## src/rtl/function_expander_n_pkg.sv

```systemverilog
// Shared definitions for the N-argument function expander: packet field layout,
// descriptor field slices, packet-request packing and FSM state encoding.
package function_expander_n_pkg;

   localparam int COLOR_W = 16;
   localparam int OPT_W   = 3;
   localparam int DADDR_W = 16;
   localparam int OPC_W   = 8;
   localparam int ARG_W   = 32;
   localparam int DESC_W  = OPT_W + DADDR_W;
   localparam int PACKET_REQUEST_WIDTH = OPT_W + DADDR_W + COLOR_W + 2 * ARG_W;

   typedef enum logic [1:0] {
      ST_IDLE = 2'd0,
      ST_BUSY = 2'd1,
      ST_DONE = 2'd2
   } fe_state_e;

   // Call packet, LSB first: data[0..n-1], opcode, dest addr, dest option, color.
   function automatic int pkt_n_width(input int n);
      return COLOR_W + OPT_W + DADDR_W + OPC_W + n * ARG_W;
   endfunction

   function automatic int pkt_arg_lsb(input int k);
      return k * ARG_W;
   endfunction

   function automatic int pkt_opc_lsb(input int n);
      return n * ARG_W;
   endfunction

   function automatic int pkt_daddr_lsb(input int n);
      return pkt_opc_lsb(n) + OPC_W;
   endfunction

   function automatic int pkt_opt_lsb(input int n);
      return pkt_daddr_lsb(n) + DADDR_W;
   endfunction

   function automatic int pkt_color_lsb(input int n);
      return pkt_opt_lsb(n) + OPT_W;
   endfunction

   function automatic logic [OPT_W-1:0] desc_opt(input logic [DESC_W-1:0] w);
      return w[18:16];
   endfunction

   function automatic logic [DADDR_W-1:0] desc_addr(input logic [DESC_W-1:0] w);
      return w[15:0];
   endfunction

   function automatic logic [PACKET_REQUEST_WIDTH-1:0] make_packet_request(
      input logic [OPT_W-1:0]   opt,
      input logic [DADDR_W-1:0] addr,
      input logic [COLOR_W-1:0] color,
      input logic [ARG_W-1:0]   d1,
      input logic [ARG_W-1:0]   d2
   );
      return {opt, addr, color, d1, d2};
   endfunction

endpackage

```

## src/rtl/function_expander_n_fn_desc_buffer.sv

```systemverilog
// Descriptor buffer: DEPTH entries written by return index, read by send index,
// cleared by the asynchronous reset.
module fn_desc_buffer
   import function_expander_n_pkg::*;
#(
   parameter int DEPTH = 5,
   parameter int WIDTH = DESC_W,
   parameter int IDX_W = 3
) (
   input  logic             clk_i,
   input  logic             rst_ni,
   input  logic             wr_en_i,
   input  logic [IDX_W-1:0] wr_idx_i,
   input  logic [WIDTH-1:0] wr_data_i,
   input  logic [IDX_W-1:0] rd_idx_i,
   output logic [WIDTH-1:0] rd_data_o
);

   logic [WIDTH-1:0] mem_q [DEPTH];

   // Entry storage
   always_ff @(posedge clk_i or negedge rst_ni) begin
      if (!rst_ni) begin
         for (int i = 0; i < DEPTH; i++) begin
            mem_q[i] <= '0;
         end
      end else begin
         for (int i = 0; i < DEPTH; i++) begin
            if (wr_en_i && (wr_idx_i == IDX_W'(i))) begin
               mem_q[i] <= wr_data_i;
            end else begin
               mem_q[i] <= mem_q[i];
            end
         end
      end
   end

   // Read mux
   always_comb begin
      rd_data_o = '0;
      for (int i = 0; i < DEPTH; i++) begin
         if (rd_idx_i == IDX_W'(i)) begin
            rd_data_o = mem_q[i];
         end else begin
            rd_data_o = rd_data_o;
         end
      end
   end

endmodule

```

## src/rtl/function_expander_n.sv

```systemverilog
// Function expander: latches one call packet, fetches NUM_ARGS+3 descriptor words
// with pipelined reads and emits coloring, returning, argument and exec requests.
module function_expander_n
   import function_expander_n_pkg::*;
#(
   parameter  int NUM_ARGS        = 2,
   parameter  int COLOR_WIDTH     = 16,
   parameter  int DESC_SHIFT      = 4,
   parameter  int MAX_OUTSTANDING = 2,
   localparam int PKT_N_WIDTH     = pkt_n_width(NUM_ARGS)
) (
   input  logic                            CLK,
   input  logic                            RST_N,
   input  logic [31:0]                     FNADDR,
   output logic                            MEM_SEND_ADDR_VALID,
   output logic [31:0]                     MEM_SEND_ADDR,
   output logic                            MEM_SEND_DATA_VALID,
   output logic [31:0]                     MEM_SEND_DATA,
   input  logic                            MEM_SEND_READY,
   input  logic                            MEM_RECEIVE_VALID,
   input  logic [31:0]                     MEM_RECEIVE_DATA,
   output logic                            MEM_RECEIVE_READY,
   input  logic                            RECEIVE_PC_VALID,
   input  logic [PKT_N_WIDTH-1:0]          RECEIVE_PC_DATA,
   output logic                            RECEIVE_PC_READY,
   output logic                            SEND_PR_VALID,
   output logic [PACKET_REQUEST_WIDTH-1:0] SEND_PR_DATA,
   input  logic                            SEND_PR_READY
);

   localparam int NW        = NUM_ARGS + 3;
   localparam int CNT_W     = $clog2(NW + 1);
   localparam int OPC_LSB   = pkt_opc_lsb(NUM_ARGS);
   localparam int DADDR_LSB = pkt_daddr_lsb(NUM_ARGS);
   localparam int OPT_LSB   = pkt_opt_lsb(NUM_ARGS);
   localparam int COLOR_LSB = pkt_color_lsb(NUM_ARGS);
   localparam logic [CNT_W-1:0] NW_C   = CNT_W'(NW);
   localparam logic [CNT_W-1:0] LAST_C = CNT_W'(NW - 1);
   localparam logic [CNT_W-1:0] MAXO_C = CNT_W'(MAX_OUTSTANDING);
   localparam logic [CNT_W-1:0] ONE_C  = CNT_W'(1);

   fe_state_e                 state_q, state_d;
   logic [PKT_N_WIDTH-1:0]    pkt_q, pkt_d;
   logic [COLOR_WIDTH-1:0]    color_ctr_q, color_ctr_d;
   logic [COLOR_WIDTH-1:0]    new_color_q, new_color_d;
   logic [CNT_W-1:0]          iss_q, iss_d, rcv_q, rcv_d, snd_q, snd_d;
   logic                      pc_ready_q, pc_ready_d;

   logic                      busy_s, accept_s, iss_hs_s, rcv_hs_s, snd_hs_s;
   logic [DESC_W-1:0]         rd_data_s;
   logic [ARG_W-1:0]          arg_s;
   logic [COLOR_W-1:0]        pkt_color_s;
   logic [PACKET_REQUEST_WIDTH-1:0] pr_s;
   logic                      unused_s;

   assign busy_s   = (state_q == ST_BUSY);
   assign accept_s = (state_q == ST_IDLE) && pc_ready_q && RECEIVE_PC_VALID;

   // Outstanding reads are iss-rcv; the limit gates only the issue side.
   assign MEM_SEND_ADDR_VALID = busy_s && (iss_q < NW_C) && ((iss_q - rcv_q) < MAXO_C);
   assign MEM_SEND_ADDR       = FNADDR + (32'(pkt_q[OPC_LSB +: OPC_W]) << DESC_SHIFT)
                                + (32'(iss_q) << 2);
   assign MEM_SEND_DATA_VALID = 1'b0;
   assign MEM_SEND_DATA       = 32'h0000_0000;
   assign MEM_RECEIVE_READY   = busy_s && (rcv_q < iss_q);
   assign SEND_PR_VALID       = busy_s && (snd_q < rcv_q);
   assign SEND_PR_DATA        = pr_s;
   assign RECEIVE_PC_READY    = pc_ready_q;

   assign iss_hs_s = MEM_SEND_ADDR_VALID && MEM_SEND_READY;
   assign rcv_hs_s = MEM_RECEIVE_VALID && MEM_RECEIVE_READY;
   assign snd_hs_s = SEND_PR_VALID && SEND_PR_READY;
   assign unused_s = ^MEM_RECEIVE_DATA[31:DESC_W];

   fn_desc_buffer #(
      .DEPTH (NW),
      .WIDTH (DESC_W),
      .IDX_W (CNT_W)
   ) u_desc_buf (
      .clk_i     (CLK),
      .rst_ni    (RST_N),
      .wr_en_i   (rcv_hs_s),
      .wr_idx_i  (rcv_q),
      .wr_data_i (MEM_RECEIVE_DATA[DESC_W-1:0]),
      .rd_idx_i  (snd_q),
      .rd_data_o (rd_data_s)
   );

   // Next-state logic for the call FSM and the three pipeline counters
   always_comb begin
      state_d     = state_q;
      pkt_d       = pkt_q;
      color_ctr_d = color_ctr_q;
      new_color_d = new_color_q;
      iss_d       = iss_q;
      rcv_d       = rcv_q;
      snd_d       = snd_q;
      case (state_q)
         ST_IDLE: begin
            if (accept_s) begin
               pkt_d       = RECEIVE_PC_DATA;
               new_color_d = color_ctr_q;
               color_ctr_d = color_ctr_q + COLOR_WIDTH'(1);
               state_d     = ST_BUSY;
            end else begin
               state_d     = ST_IDLE;
            end
         end
         ST_BUSY: begin
            iss_d = iss_hs_s ? (iss_q + ONE_C) : iss_q;
            rcv_d = rcv_hs_s ? (rcv_q + ONE_C) : rcv_q;
            snd_d = snd_hs_s ? (snd_q + ONE_C) : snd_q;
            if (snd_hs_s && (snd_q == LAST_C)) begin
               state_d = ST_DONE;
            end else begin
               state_d = ST_BUSY;
            end
         end
         ST_DONE: begin
            iss_d   = '0;
            rcv_d   = '0;
            snd_d   = '0;
            state_d = ST_IDLE;
         end
         default: begin
            iss_d   = '0;
            rcv_d   = '0;
            snd_d   = '0;
            state_d = ST_IDLE;
         end
      endcase
      pc_ready_d = (state_d == ST_IDLE);
   end

   // Packet-request assembly for the current send slot
   always_comb begin
      arg_s       = '0;
      pkt_color_s = pkt_q[COLOR_LSB +: COLOR_W];
      for (int k = 0; k < NUM_ARGS; k++) begin
         if (snd_q == CNT_W'(k + 2)) begin
            arg_s = pkt_q[k * ARG_W +: ARG_W];
         end else begin
            arg_s = arg_s;
         end
      end
      case (snd_q)
         '0:
            pr_s = make_packet_request(desc_opt(rd_data_s), desc_addr(rd_data_s),
                                       COLOR_W'(new_color_q), ARG_W'(pkt_color_s),
                                       32'h0000_0000);
         ONE_C:
            pr_s = make_packet_request(desc_opt(rd_data_s), desc_addr(rd_data_s),
                                       pkt_color_s,
                                       ARG_W'({pkt_q[OPT_LSB +: OPT_W],
                                               pkt_q[DADDR_LSB +: DADDR_W]}),
                                       32'h0000_0000);
         LAST_C:
            pr_s = make_packet_request(desc_opt(rd_data_s), desc_addr(rd_data_s),
                                       pkt_color_s, 32'h0000_0000, 32'h0000_0000);
         default:
            pr_s = make_packet_request(desc_opt(rd_data_s), desc_addr(rd_data_s),
                                       pkt_color_s, arg_s, 32'h0000_0000);
      endcase
   end

   // State, packet, color and counter registers
   always_ff @(posedge CLK or negedge RST_N) begin
      if (!RST_N) begin
         state_q     <= ST_IDLE;
         pkt_q       <= '0;
         color_ctr_q <= '0;
         new_color_q <= '0;
         iss_q       <= '0;
         rcv_q       <= '0;
         snd_q       <= '0;
         pc_ready_q  <= 1'b0;
      end else begin
         state_q     <= state_d;
         pkt_q       <= pkt_d;
         color_ctr_q <= color_ctr_d;
         new_color_q <= new_color_d;
         iss_q       <= iss_d;
         rcv_q       <= rcv_d;
         snd_q       <= snd_d;
         pc_ready_q  <= pc_ready_d;
      end
   end

endmodule

```

## config.mk

```make
export PLATFORM = sky130hd
export DESIGN_NAME = function_expander_n
export DESIGN_NICKNAME = d
export VERILOG_FILES = /design/src/rtl/function_expander_n_pkg.sv /design/src/rtl/function_expander_n_fn_desc_buffer.sv /design/src/rtl/function_expander_n.sv
export SDC_FILE = /design/constraint.sdc
export NUM_CORES = 1
export LEC_CHECK = 0
export CAP_MARGIN = 10
export CELL_PAD_IN_SITES_DETAIL_PLACEMENT = 1
export CELL_PAD_IN_SITES_GLOBAL_PLACEMENT = 2
export CORE_ASPECT_RATIO = 0.7
export CORE_UTILIZATION = 34
export DETAILED_ROUTE_END_ITERATION = 10
export PLACE_DENSITY = 0.89
export REMOVE_ABC_BUFFERS = 1
export SYNTH_ARGS = -nofsm -noshare
export SYNTH_HDL_FRONTEND = slang
export SYNTH_SLANG_ARGS = --single-unit
```

## constraint.sdc

```tcl
create_clock -name CLK -period 5 [get_ports CLK]
set_clock_uncertainty 0.05 [all_clocks]
set_input_delay 0.5 -clock CLK [delete_from_list [all_inputs] [get_ports CLK]]
set_output_delay 0.5 -clock CLK [all_outputs]
set_load 0.03 [all_outputs]
```

==> impl_metrics.tcl <==
set metrics [dict create \
    rows 59 \
    p_sw_mw 4.67 \
    cp-end-kind "output port" \
    numCtsBuffers 27 \
    cts.sinks 246 \
    worstPathArrival_ns 4.12 \
    syn_area_per_cell_um2 12.0 \
    outcome "complete, but fails checks" \
    period_share_pct 93.5 \
    ir_drop_uv 308 \
    root_buffer "clkbuf_16" \
    via_per_inst 5.07 \
    antenna_left 0 \
    synth_cells 1063 \
    fin_crit_ns 4.67 \
    n_antenna_cell 0 \
    power_frac_comb_pct 51.5 \
    ff2ff_path_depth 7 \
    netlist_area_mm2 0.0128 \
    r2r-start "rcv_q[2]" \
    port_buffers 262 \
    hold_viol 0 \
    seqPwrFrac_pct 29.4 \
    path_class "input pin to output port" \
    relSlewSlack_pct 25.5 \
    syn_to_final_growth_pct 30.0 \
    grt_max_degree 122 \
    drive_gt1_share_pct 22.8 \
    clk_pin_slew_ns 0.06 \
    start_kind "input pin" \
    cp_max_fo 10 \
    drt-total-wl_um 36700 \
    drv_slew 0 \
    synth-edff-count 0 \
    place_ws_ns 0.344 \
    synthDistinctLibCells 54 \
    violations "design-rule violations" \
    h-tree-depth 1 \
    synthArstFlopShare_pct 100 \
    rrSetupSlack_ns 2.13 \
    min_path_type "input pin to asynchronous set/reset pin" \
    drt_iter0_drc 478 \
    start_util_pct 34.4 \
    ios 345 \
    clk_path_buf_depth 3 \
    path_cells "clkdlybuf4s50_1 -> inv_1 -> fa_1 -> fa_1 -> nor2b_1 -> o2111ai_1 -> a21boi_1 -> o22a_1 -> nor3b_1 -> xor2_1 -> clkdlybuf4s50_1" \
    powerDensity_mw_per_mm2 695 \
    cts_resized 0 \
    p_leak_nw 7.18 \
    post_drt_wl_per_cell_um 20.3 \
    ys_seq_area_share_pct 48.1 \
    dr.pass1.iters 9 \
    hold_buffers 1 \
    cp_slowest_stage_delay_ns 0.69 \
    ys.flop_type "dfrtp_1" \
    drv_cap 0 \
    grt_first_pass_wirelength_um 57300 \
    setup_viol 0 \
    drc_errors 14 \
    crit_slowest_cell "clkdlybuf4s50_1" \
    nets 1519 \
    dp_hpwl_um 25100 \
    cts_tree "built" \
    gp_congestion 0.790 \
    die_width_um 234 \
    worstSkewPairLatency_ns 0.56 \
    core-area_mm2 0.0371 \
    overflow 0 \
    r2r-end "u_desc_buf.mem_q[4]" \
    grt_pass1_vias 9835 \
    ys_ff_latch 246 \
    fmax_mhz 214 \
    rsz0062_at_grt "false" \
    p_int_mw 6.88 \
    clock_power_share_pct 19.1 \
    grt_use_total_pct 19.3 \
    antenna_found_initial 3 \
    crit_required_ns 4.45 \
    power.share.switching_pct 40.5 \
    dieHeight_um 164 \
    finalPower_mw 11.6 \
    worst_slack_ns 0.326 \
    ys_warn_count 0 \
    die_area_mm2 0.0384 \
    postCtsSetupBuffers 0 \
    vias 9181 \
    worstMarginPinSlew_ns 1.12 \
]
cells by family (layout without fill, tap and decap cells):
| family | after synthesis | in the layout | synth area share (%) |
|---|---|---|---|
| xor gates and xnor gates | 44 | 44 | 3.01 |
| adders and majority gates | 39 | 39 | 3.99 |
| muxes | 221 | 221 | 20.3 |
| buffers and inverters | 149 | 345 | 7.14 |
| and+or+nand+nor | 172 | 172 | 6.66 |
| AOI/OAI and AO/OA | 191 | 191 | 10.7 |
| other | 1 | 65 | 0.0293 |
| DFF | 246 | 246 | 48.1 |
power groups by stage:
stage | sequential, mW | clock (mW) | combinational, mW
6_report | 3.40 | 2.21 | 5.95
5_1_grt | 3.51 | 2.35 | 6.42
4_1_cts | 3.40 | 2.27 | 6.04
3_5_place_dp | 3.42 | 0 | 6.00
3_3_place_gp | 3.35 | 0 | 5.85
2_1_floorplan | 3.25 | 0 | 3.86
flip-flops by register name (all words and copies together) (netlist names):
signal / flops
color_ctr_q: 16
snd_q: 3
state_q: 2
pkt_q: 107
iss_q: 3
RECEIVE_PC_READY: 1
u_desc_buf.mem_q: 95
rcv_q: 3
new_color_q: 16
worst max-delay path, delay by kind of cell:
kind                       cells  cell delay (ns)
buffers and inverters          3             1.20
adders and majority gates      2             1.00
xor gates and xnor gates       1             0.19
and+or+nand+nor                2             0.46
AOI/OAI and AO/OA              3             0.75
per-layer routing:
layer  up-vias  GRT usage [%]  wire [um]
met1      4697           25.9      16400
met3        58           5.31       2640
met4         4           4.01        721
met2       233           30.9      16900
li1       4189              -          -
met5         -              0         24
final cells by class:
cell class              count  area [um2]
multi-input cells         732        6020
inverters                  17        63.8
fillers                  3884       20500
clock buffers              37         773
well taps                 488         611
flip-flops and latches    246        6160
clock inverters            12         203
repair buffers            279        2800
how the worst max path moves through the flow:
stage	startpoint	endpoint	slack [ns]	cells past startpoint
final	FNADDR[4]	MEM_SEND_ADDR[31]	0.33	11
after global routing	iss_q[2]	MEM_SEND_ADDR[31]	0.13	10
after CTS	iss_q[2]	MEM_SEND_ADDR[31]	0.30	10
after detailed placement	FNADDR[4]	MEM_SEND_ADDR[31]	0.34	11
after global placement	FNADDR[4]	MEM_SEND_ADDR[31]	0.35	11
after floorplan	RECEIVE_PC_READY	color_ctr_q[11]	-9.54	6
Yosys cell counts, types with 3 or more instances:
cell | count | area share (%)
dfrtp_1 | 246 | 48
mux2_2 | 187 | 16
a22oi_1 | 67 | 3.9
buf_4 | 67 | 3.9
nor2_1 | 64 | 1.9
nand2_1 | 41 | 1.2
ha_1 | 36 | 3.5
clkbuf_1 | 35 | 1.0
mux2_4 | 30 | 3.5
xnor2_1 | 28 | 1.9
a21oi_1 | 24 | 0.94
o21ai_0 | 24 | 0.94
a221o_1 | 19 | 1.5
buf_2 | 19 | 0.74
inv_1 | 17 | 0.50
a22o_1 | 16 | 1.1
o22ai_1 | 16 | 0.78
xor2_1 | 16 | 1.1
nand3_1 | 11 | 0.43
nand4_1 | 11 | 0.54
and3_1 | 9 | 0.44
nor2b_1 | 6 | 0.29
o21ai_1 | 6 | 0.23
a21o_1 | 5 | 0.29
nand3b_1 | 5 | 0.29
buf_1 | 4 | 0.12
buf_6 | 4 | 0.35
mux2_1 | 4 | 0.35
nor3_1 | 4 | 0.16
a31oi_1 | 3 | 0.15
buf_12 | 3 | 0.47
fa_1 | 3 | 0.47
nand2b_1 | 3 | 0.15
nor3b_2 | 3 | 0.29
nor4_1 | 3 | 0.15
layout by cell type (no fill, tap or decap), drive strengths merged, types with 3 or more instances in the layout:
cell type	Yosys	final
nor2b	6	6
buf	97	24
nand4	11	11
clkinv	0	5
clkbuf	35	37
a31oi	3	3
bufinv	0	5
a21oi	24	24
nand2	42	42
clkdlybuf4s50	0	254
xor2	16	16
nor2	65	65
a22oi	67	67
o21a	3	3
nor3b	5	5
nand3	12	12
a21o	5	5
conb	1	65
nand2b	4	4
fa	3	3
nor4	3	3
mux2	221	221
o22ai	16	16
a221o	19	19
and3	9	9
o21ai	30	30
ha	36	36
nand3b	5	5
dfrtp	246	246
inv	17	18
xnor2	28	28
a22o	16	16
nor3	4	4
through the flow:
stage	utilization [%]	instance area, um2	setup TNS, ns	instances	hold WS, ns
3_3_place_gp	42.1	15600	0	1761	0.388
5_1_grt	44.8	16600	0	1811	0.399
6_report	44.8	16600	0	1811	0.388
4_1_cts	44.8	16600	0	1811	0.387
2_1_floorplan	-	12200	-1323.17	995	0.154
3_5_place_dp	42.1	15600	0	1761	0.390
Power figures use the tool's default switching activity.
